===== src/rtl/mem_ctrl_arbiter_pkg.sv =====
// Shared types for the main-memory port arbiter: block address/data, request type,
// FSM state and transaction owner.
package mem_ctrl_arbiter_pkg;

    localparam int unsigned MAIN_MEM_BLOCK_ADDR_W = 26;
    localparam int unsigned BLOCK_DATA_W          = 128;
    localparam int unsigned MEM_ARB_MAX_IC_STREAK = 4;

    typedef logic [MAIN_MEM_BLOCK_ADDR_W-1:0] main_mem_block_addr_t;
    typedef logic [BLOCK_DATA_W-1:0]          block_data_t;

    typedef enum logic {
        READ  = 1'b0,
        WRITE = 1'b1
    } req_type_t;

    typedef enum logic [1:0] {
        IDLE,
        ISSUE,
        WAIT_RESP
    } mem_arb_state_t;

    typedef enum logic {
        OWNER_IC = 1'b0,
        OWNER_DC = 1'b1
    } mem_arb_owner_t;

endpackage


===== src/rtl/mem_ctrl_arbiter_if.sv =====
// Cache-side and memory-side handshake signals of the arbiter. The slave modport is the
// arbiter's view; master is the view of the caches and memory controller around it.
interface mem_ctrl_arbiter_if;
    import mem_ctrl_arbiter_pkg::*;

    logic                 ic_req_valid;
    logic                 ic_req_ready;
    main_mem_block_addr_t ic_req_block_addr;
    logic                 ic_resp_valid;
    block_data_t          ic_resp_block_data;

    logic                 dc_req_valid;
    logic                 dc_req_ready;
    req_type_t            dc_req_type;
    main_mem_block_addr_t dc_req_block_addr;
    block_data_t          dc_req_block_data;
    logic                 dc_resp_valid;
    block_data_t          dc_resp_block_data;

    logic                 mem_req_valid;
    logic                 mem_req_ready;
    req_type_t            mem_req_type;
    main_mem_block_addr_t mem_req_block_addr;
    block_data_t          mem_req_block_data;
    logic                 mem_resp_valid;
    block_data_t          mem_resp_block_data;

    modport slave (
        input  ic_req_valid, ic_req_block_addr,
        output ic_req_ready, ic_resp_valid, ic_resp_block_data,
        input  dc_req_valid, dc_req_type, dc_req_block_addr, dc_req_block_data,
        output dc_req_ready, dc_resp_valid, dc_resp_block_data,
        output mem_req_valid, mem_req_type, mem_req_block_addr, mem_req_block_data,
        input  mem_req_ready, mem_resp_valid, mem_resp_block_data
    );

    modport master (
        output ic_req_valid, ic_req_block_addr,
        input  ic_req_ready, ic_resp_valid, ic_resp_block_data,
        output dc_req_valid, dc_req_type, dc_req_block_addr, dc_req_block_data,
        input  dc_req_ready, dc_resp_valid, dc_resp_block_data,
        input  mem_req_valid, mem_req_type, mem_req_block_addr, mem_req_block_data,
        output mem_req_ready, mem_resp_valid, mem_resp_block_data
    );

endinterface


===== src/rtl/mem_arb_streak_ctr.sv =====
// Saturating counter of consecutive contended icache grants; clear wins over increment.
module mem_arb_streak_ctr #(
    parameter int unsigned MaxCount = 4,
    localparam int unsigned Width   = $clog2(MaxCount + 1)
) (
    input  logic             clk,
    input  logic             rst,
    input  logic             inc_i,
    input  logic             clr_i,
    output logic [Width-1:0] count_o
);

    logic [Width-1:0] count_d, count_q;

    always_comb begin
        count_d = count_q;
        if (clr_i) begin
            count_d = '0;
        end else if (inc_i && (count_q != Width'(MaxCount))) begin
            count_d = count_q + Width'(1);
        end
    end

    always_ff @(posedge clk) begin
        if (rst) begin
            count_q <= '0;
        end else begin
            count_q <= count_d;
        end
    end

    assign count_o = count_q;

endmodule


===== src/rtl/mem_ctrl_arbiter.sv =====
// Arbitrates the single main-memory port between icache and dcache miss paths, one
// transaction outstanding, icache priority with a bounded dcache starvation guard.
module mem_ctrl_arbiter
    import mem_ctrl_arbiter_pkg::*;
#(
    parameter int unsigned MAX_IC_STREAK = MEM_ARB_MAX_IC_STREAK
) (
    input  logic                clk,
    input  logic                rst,
    mem_ctrl_arbiter_if.slave   bus,
    output logic                busy
);

    localparam int unsigned StreakW = $clog2(MAX_IC_STREAK + 1);

    mem_arb_state_t       state_q;
    mem_arb_owner_t       owner_q;
    req_type_t            type_q;
    main_mem_block_addr_t addr_q;
    block_data_t          data_q;
    logic                 mem_req_valid_q;
    logic                 busy_q;

    logic [StreakW-1:0]   streak;
    logic                 idle, force_dc, ic_grant, dc_grant, in_wait;

    assign idle     = (state_q == IDLE);
    assign in_wait  = (state_q == WAIT_RESP);
    assign force_dc = bus.dc_req_valid && (streak == StreakW'(MAX_IC_STREAK));

    assign bus.ic_req_ready = idle && !force_dc;
    assign bus.dc_req_ready = idle && (!bus.ic_req_valid || force_dc);
    assign ic_grant         = bus.ic_req_valid && bus.ic_req_ready;
    assign dc_grant         = bus.dc_req_valid && bus.dc_req_ready;

    mem_arb_streak_ctr #(
        .MaxCount (MAX_IC_STREAK)
    ) u_streak (
        .clk     (clk),
        .rst     (rst),
        .inc_i   (ic_grant && bus.dc_req_valid),
        .clr_i   (dc_grant || (ic_grant && !bus.dc_req_valid)),
        .count_o (streak)
    );

    always_ff @(posedge clk) begin
        if (rst) begin
            state_q         <= IDLE;
            owner_q         <= OWNER_IC;
            type_q          <= READ;
            addr_q          <= '0;
            data_q          <= '0;
            mem_req_valid_q <= 1'b0;
            busy_q          <= 1'b0;
        end else begin
            case (state_q)
                IDLE: begin
                    if (ic_grant) begin
                        owner_q         <= OWNER_IC;
                        type_q          <= READ;
                        addr_q          <= bus.ic_req_block_addr;
                        data_q          <= '0;
                        state_q         <= ISSUE;
                        mem_req_valid_q <= 1'b1;
                        busy_q          <= 1'b1;
                    end else if (dc_grant) begin
                        owner_q         <= OWNER_DC;
                        type_q          <= bus.dc_req_type;
                        addr_q          <= bus.dc_req_block_addr;
                        data_q          <= bus.dc_req_block_data;
                        state_q         <= ISSUE;
                        mem_req_valid_q <= 1'b1;
                        busy_q          <= 1'b1;
                    end
                end
                ISSUE: begin
                    if (bus.mem_req_ready) begin
                        mem_req_valid_q <= 1'b0;
                        // Writebacks complete at the handshake; only reads wait for data.
                        if (type_q == READ) begin
                            state_q <= WAIT_RESP;
                        end else begin
                            state_q <= IDLE;
                            busy_q  <= 1'b0;
                        end
                    end
                end
                WAIT_RESP: begin
                    if (bus.mem_resp_valid) begin
                        state_q <= IDLE;
                        busy_q  <= 1'b0;
                    end
                end
                default: begin
                    state_q         <= IDLE;
                    mem_req_valid_q <= 1'b0;
                    busy_q          <= 1'b0;
                end
            endcase
        end
    end

    assign bus.mem_req_valid      = mem_req_valid_q;
    assign bus.mem_req_type       = type_q;
    assign bus.mem_req_block_addr = addr_q;
    assign bus.mem_req_block_data = data_q;

    assign bus.ic_resp_valid      = in_wait && bus.mem_resp_valid && (owner_q == OWNER_IC);
    assign bus.dc_resp_valid      = in_wait && bus.mem_resp_valid && (owner_q == OWNER_DC);
    assign bus.ic_resp_block_data = bus.mem_resp_block_data;
    assign bus.dc_resp_block_data = bus.mem_resp_block_data;

    assign busy = busy_q;

endmodule


===== src/flat_wrapper.sv =====
// flat-port wrapper written by rule: the top's interface ports become plain ports
module mem_ctrl_arbiter_flat import mem_ctrl_arbiter_pkg::*;
#(
    parameter int unsigned MAX_IC_STREAK = MEM_ARB_MAX_IC_STREAK
)
  (clk, rst, busy, bus_ic_req_valid, bus_ic_req_block_addr, bus_ic_req_ready, bus_ic_resp_valid, bus_ic_resp_block_data, bus_dc_req_valid, bus_dc_req_type, bus_dc_req_block_addr, bus_dc_req_block_data, bus_dc_req_ready, bus_dc_resp_valid, bus_dc_resp_block_data, bus_mem_req_valid, bus_mem_req_type, bus_mem_req_block_addr, bus_mem_req_block_data, bus_mem_req_ready, bus_mem_resp_valid, bus_mem_resp_block_data);
  mem_ctrl_arbiter_if bus_i ();
  input  logic clk;
  input  logic rst;
  output logic busy;
  input wire logic [$bits(bus_i.ic_req_valid)-1:0] bus_ic_req_valid;
  input wire logic [$bits(bus_i.ic_req_block_addr)-1:0] bus_ic_req_block_addr;
  output wire logic [$bits(bus_i.ic_req_ready)-1:0] bus_ic_req_ready;
  output wire logic [$bits(bus_i.ic_resp_valid)-1:0] bus_ic_resp_valid;
  output wire logic [$bits(bus_i.ic_resp_block_data)-1:0] bus_ic_resp_block_data;
  input wire logic [$bits(bus_i.dc_req_valid)-1:0] bus_dc_req_valid;
  input wire logic [$bits(bus_i.dc_req_type)-1:0] bus_dc_req_type;
  input wire logic [$bits(bus_i.dc_req_block_addr)-1:0] bus_dc_req_block_addr;
  input wire logic [$bits(bus_i.dc_req_block_data)-1:0] bus_dc_req_block_data;
  output wire logic [$bits(bus_i.dc_req_ready)-1:0] bus_dc_req_ready;
  output wire logic [$bits(bus_i.dc_resp_valid)-1:0] bus_dc_resp_valid;
  output wire logic [$bits(bus_i.dc_resp_block_data)-1:0] bus_dc_resp_block_data;
  output wire logic [$bits(bus_i.mem_req_valid)-1:0] bus_mem_req_valid;
  output wire logic [$bits(bus_i.mem_req_type)-1:0] bus_mem_req_type;
  output wire logic [$bits(bus_i.mem_req_block_addr)-1:0] bus_mem_req_block_addr;
  output wire logic [$bits(bus_i.mem_req_block_data)-1:0] bus_mem_req_block_data;
  input wire logic [$bits(bus_i.mem_req_ready)-1:0] bus_mem_req_ready;
  input wire logic [$bits(bus_i.mem_resp_valid)-1:0] bus_mem_resp_valid;
  input wire logic [$bits(bus_i.mem_resp_block_data)-1:0] bus_mem_resp_block_data;
  assign bus_i.ic_req_valid = bus_ic_req_valid;
  assign bus_i.ic_req_block_addr = bus_ic_req_block_addr;
  assign bus_ic_req_ready = bus_i.ic_req_ready;
  assign bus_ic_resp_valid = bus_i.ic_resp_valid;
  assign bus_ic_resp_block_data = bus_i.ic_resp_block_data;
  assign bus_i.dc_req_valid = bus_dc_req_valid;
  assign bus_i.dc_req_type = bus_dc_req_type;
  assign bus_i.dc_req_block_addr = bus_dc_req_block_addr;
  assign bus_i.dc_req_block_data = bus_dc_req_block_data;
  assign bus_dc_req_ready = bus_i.dc_req_ready;
  assign bus_dc_resp_valid = bus_i.dc_resp_valid;
  assign bus_dc_resp_block_data = bus_i.dc_resp_block_data;
  assign bus_mem_req_valid = bus_i.mem_req_valid;
  assign bus_mem_req_type = bus_i.mem_req_type;
  assign bus_mem_req_block_addr = bus_i.mem_req_block_addr;
  assign bus_mem_req_block_data = bus_i.mem_req_block_data;
  assign bus_i.mem_req_ready = bus_mem_req_ready;
  assign bus_i.mem_resp_valid = bus_mem_resp_valid;
  assign bus_i.mem_resp_block_data = bus_mem_resp_block_data;
  mem_ctrl_arbiter #(.MAX_IC_STREAK(MAX_IC_STREAK)) u_core (.clk(clk), .rst(rst), .bus(bus_i), .busy(busy));
endmodule

===== config.mk =====
export PLATFORM = sky130hd
export DESIGN_NAME = mem_ctrl_arbiter_flat
export DESIGN_NICKNAME = d
export VERILOG_FILES = /design/src/rtl/mem_ctrl_arbiter_pkg.sv /design/src/rtl/mem_ctrl_arbiter_if.sv /design/src/rtl/mem_arb_streak_ctr.sv /design/src/rtl/mem_ctrl_arbiter.sv /design/src/flat_wrapper.sv
export SDC_FILE = /design/constraint.sdc
export NUM_CORES = 1
export LEC_CHECK = 0
export CORE_AREA = 2 2 285 287
export DETAILED_ROUTE_END_ITERATION = 12
export DIE_AREA = 0 0 287 289
export PLACE_DENSITY_LB_ADDON = 0.15
export SLEW_MARGIN = 40
export SYNTH_ARGS = -nofsm -noshare
export SYNTH_HDL_FRONTEND = slang
export SYNTH_HIERARCHICAL = 1
export SYNTH_SLANG_ARGS = --single-unit

===== constraint.sdc =====
create_clock -name clk -period 3.7 [get_ports clk]
set_input_delay 1.11 -clock clk [delete_from_list [all_inputs] [get_ports clk]]
set_output_delay 1.11 -clock clk [all_outputs]
set_load 0.1 [all_outputs]

# Yosys cells after proc, flatten, opt, wreduce, memory -nomap -nowiden
# Cells that the tools add are included.
[word_totals] reg_bits=163 input_bits=315 out_inout_bits=417 elab_cells=63
[op_classes] n_addsub=1 eq_ne=8 muxes=21 bitwise_logic=2 reduce_logical=23
[ops] op="128-bit two-way mux" count=2
[ops] op="26-bit two-way mux" count=2
[ops] op="1-bit logical AND" count=11
[ops] op="2-bit two-way mux" count=5
[ops] op="1-bit two-way mux" count=9
[ops] op="3-bit != test (second input constant)" count=2
[ops] op="1-bit one-hot mux with 3 select lines" count=2
[ops] op="2-bit one-hot mux with 3 select lines" count=1
[ops] op="3-bit AND reduction" count=2
[ops] op="2-bit != test (second input constant)" count=2
[ops] op="4-bit AND reduction" count=1
[ops] op="3-bit by 1-bit adder with 3-bit output (second input constant)" count=1
[ops] op="3-bit equality test (second input constant)" count=1
[ops] op="1-bit zero test" count=3
[ops] op="2-bit by 1-bit equality test with 1-bit output (second input constant)" count=1
[ops] op="2-bit equality test (second input constant)" count=1
[ops] op="2-bit zero test" count=1
[ops] op="1-bit logical OR" count=2
[ops] op="2-bit by 1-bit != test with 1-bit output (second input constant)" count=1
[ops] op="1-bit NOT" count=2
[ops] op="2-bit AND reduction" count=1
[ops] op="2-bit nonzero test" count=1
[ops] op="2-bit OR reduction" count=1

# Longest topological paths before layout
[depth] word_depth=8 depth_mapped=7 depth_no_buf=5

# By module
# The synthesis kept the hierarchy.
[by_module_without_submodules] mod="mem_ctrl_arbiter" instances=1 cells_per_inst=740 area_each_um2=7374.6
[by_module_without_submodules] mod="mem_arb_streak_ctr" instances=1 cells_per_inst=17 area_each_um2=188.9

# Least setup slack after synthesis
# No wires, ideal clock.
[synth_path] kind="input to output" startpoint="input port bus_dc_req_valid" endpoint="output port bus_dc_req_ready" arrival_time_ns=3.071 setup_slack_ns=-0.481 cell_stages=4 cell_sequence="nand4bb_1 buf_2 clkbuf_1 a21oi_1"
[synth_between] elab_chain_len=3
[synth_lines] item="start: declaration" line="flat_wrapper.sv:16" rtl="input wire logic [$bits(bus_i.dc_req_valid)-1:0] bus_dc_req_valid;"
[synth_lines] item="1-bit logical AND" line="mem_ctrl_arbiter.sv:29" rtl="assign force_dc = bus.dc_req_valid && (streak == StreakW'(MAX_IC_STREAK));"
[synth_lines] item="1-bit logical OR" line="mem_ctrl_arbiter.sv:32" rtl="assign bus.dc_req_ready = idle && (!bus.ic_req_valid || force_dc);"
[synth_lines] item="1-bit logical AND" line="mem_ctrl_arbiter.sv:32"
[synth_lines] item="end: declaration" line="flat_wrapper.sv:20" rtl="output wire logic [$bits(bus_i.dc_req_ready)-1:0] bus_dc_req_ready;"
# No other way between the ends.

# Worst setup path after layout
# Ends and elaborated chain as after synthesis.

==> reports/results.ini <==
[final_layout]
final_common_cell = clkdlybuf4s50_1
nFillCells = 9086
nets = 1149
syn2layout_area_growth_pct = 41.85
final_cells = 1907
mostFrequentLayoutCells = clkdlybuf4s50_1 (184), buf_4 (172), dfxtp_1 (163), a22o_1 (129), a21oi_1 (31)
fin_util_pct = 13.43
design_area_sq_um = 10730
drive_gt1_share_pct = 26.98

[die]
core-area_sq_um = 79900
die_h_um = 289
die_w_um = 287
die_area_sq_um = 82940
io_pins = 732
start_util_pct = 9.467
rows = 104

[power]
total_power_mw = 5.378
ir_drop_uv = 324.0
leakagePower_nw = 4.062
p_per_area_nw_per_um2 = 501.3

[placed_design]
dp_slack_ps = 218.2
dp.cells = 1873
io_buffer_count = 347
place.gp.congestion = 0.6791
dp_hpwl_um = 22600
place_area_sq_um = 10090

[min_path]
worstHoldEndpoint = u_core/bus.mem_req_valid
min-delay-path-class = reg2reg
whs_path_depth = 2
hold_path.startpoint = u_core/bus.mem_req_valid

[clocking]
cts.clk_slew.worst_paths_ps = 100
cts_resized = 0
cts_max_path_buffers = 2
cts_tree = done
clock-sinks = 163
htreeDepth = 4
clkLatencyLatePin_ps = 480
post_cts_buffers = 0
cts_root_buf = clkbuf_16
cts_made_buffers = 17
ctsHoldBuffers = 0

[route]
ant_nets = 0
drt_iter0_markers = 223
vias = 5778
dr.pass1.iters = 4
totalWireLength_um = 30970
wl_per_cell_um = 16.24
via_per_inst = 3.030
drc = 0

[timing]
rsz0062_at_grt = no
finalCritPeriodShare_pct = 93.26
tns_ps = 0
final_hold_viol_count = 0
finalSetupViolCount = 0
whs_ps = 464.4
timing.fmax_mhz = 289.8
setup_slack_ps = 249.6
worst_pin_slew_ps = 659.8
skew_ps = 16.08
post-route-min-period_ps = 3450
drv_slew = 0
slew_headroom_pct = 56.01

[grt]
grt_usage_pct = 7.164
grt-ovfl-total = 0
grt_max_degree = 81
grt_pass1_vias = 5958
grt_pass1_wl_um = 42780
antenna_found_initial = 4

[setup_path]
startpoint_type = input pin
cpPeakStageDelay_ps = 570
r2r-end = u_core/u_streak/count_o[1]
cp.arrival_ps = 2340
crit_path_max_fanout = 5
worstReg2RegStart = u_core/u_streak/count_o[2]
r2r_setup_slack_ps = 1540
worst_path_max_delay_cell = clkdlybuf4s50_1
setup.worst_path.end_class = primary output
critPathKind = in2out
reg2reg_depth = 6
critical_path_buf_inv_count = 2
path_cells = clkdlybuf4s50_1 -> nand4bb_1 -> a21oi_2 -> buf_12
required_ps = 2590
cp_top_family = buffers and inverters

[yosys]
postSynthCellCount = 757
ys.flop_type = dfxtp_1
syn_area_per_cell_sq_um = 9.991
ys_seq_area_share_pct = 43.14
yosysWarnings = 6
yosysUniqueCellTypes = 33
syn_area_sq_um = 7564
synth_edf_count = 0
synth_nets = 1074
async_reset_ff_share_pct = 0
ys_ff_latch = 163

[status]
status = completed

[flow_run]
drv_cap = 0

[worst min-delay path: stages (launching register included)]
cell     delay (ps)
dfxtp_1         320
nand2_1          50
a21oi_1          50
[routing by layer]
| metal | GRT usage, % | vias to the layer above | routed length [um] | part of all wire [%] |
|---|---|---|---|---|
| met3 | 3.724 | 88 | 3462 | 11 |
| li1 | - | 2627 | - | - |
| met5 | 0 | - | 26 | 0.084 |
| met4 | 3.438 | 4 | 1000 | 3.2 |
| met2 | 11.02 | 391 | 13850 | 45 |
| met1 | 8.165 | 2668 | 12640 | 41 |
[Yosys cell counts, drive strengths merged (2+ instances only)]
| master | number | area, sq um |
|---|---|---|
| nand4 | 26 | 162.7 |
| nor2 | 4 | 15.01 |
| o21ai | 28 | 140.1 |
| or3b | 2 | 17.52 |
| ha | 2 | 25.02 |
| mux2 | 2 | 30.03 |
| nand2 | 5 | 18.77 |
| buf | 283 | 2059 |
| dfxtp | 163 | 3263 |
| clkbuf | 28 | 105.1 |
| a22o | 129 | 1130 |
| a21oi | 34 | 170.2 |
| or2 | 2 | 12.52 |
| nor3 | 2 | 10.01 |
| nor3b | 3 | 22.52 |
| a311oi | 26 | 227.7 |
| inv | 4 | 15.01 |
[cell families after synthesis]
kind of cell             synth area share (%)
AND/OR/NAND/NOR                         4.566
AO/OA/AOI/OAI                           22.75
adder cells (fa/ha/maj)                0.3308
buffers and inverters                   28.82
flip-flops                              43.14
multiplexers                           0.3970
[registers in the layout (all words and copies together), names as in the netlist]
register                       flops
u_core/bus.mem_req_block_addr     26
u_core/bus.mem_req_type            1
u_core/bus.mem_req_valid           1
u_core/state_q                     2
u_core/owner_q                     1
u_core/busy                        1
u_core/u_streak/count_o            3
u_core/bus.mem_req_block_data    128
[worst max path at each step]
stage / from / to / slack, ps / cells past startpoint
global placement: bus_dc_req_valid / u_core/u_streak/count_o[0] / 240 / 7
global route: bus_dc_req_valid / bus_dc_req_ready / 170 / 4
floorplan: bus_dc_req_valid / bus_dc_req_ready / 140 / 4
detailed placement: bus_dc_req_valid / u_core/u_streak/count_o[0] / 220 / 7
finish: bus_dc_req_valid / bus_dc_req_ready / 250 / 4
CTS: bus_dc_req_valid / bus_dc_req_ready / 230 / 4
[power by group]
part	internal (mW)	switching (mW)
Clock	0.989	1.04
Sequential	1.85	0.0653
Combinational	0.416	1.02
[layout make-up]
| type | count | area, sq um | area share, % |
|---|---|---|---|
| clock inverter | 15 | 206.4 | 1.924 |
| multi-input combinational | 279 | 2165 | 20.18 |
| sequential | 163 | 3263 | 30.41 |
| clock buffer | 17 | 425.4 | 3.965 |
| timing repair buffer | 367 | 3323 | 30.97 |
| inverter | 4 | 15.01 | 0.1399 |
| antenna | 2 | 5.005 | 0.04665 |
| tap | 1060 | 1326 | 12.36 |
Note: power is estimated with default switching activity, not from simulation.
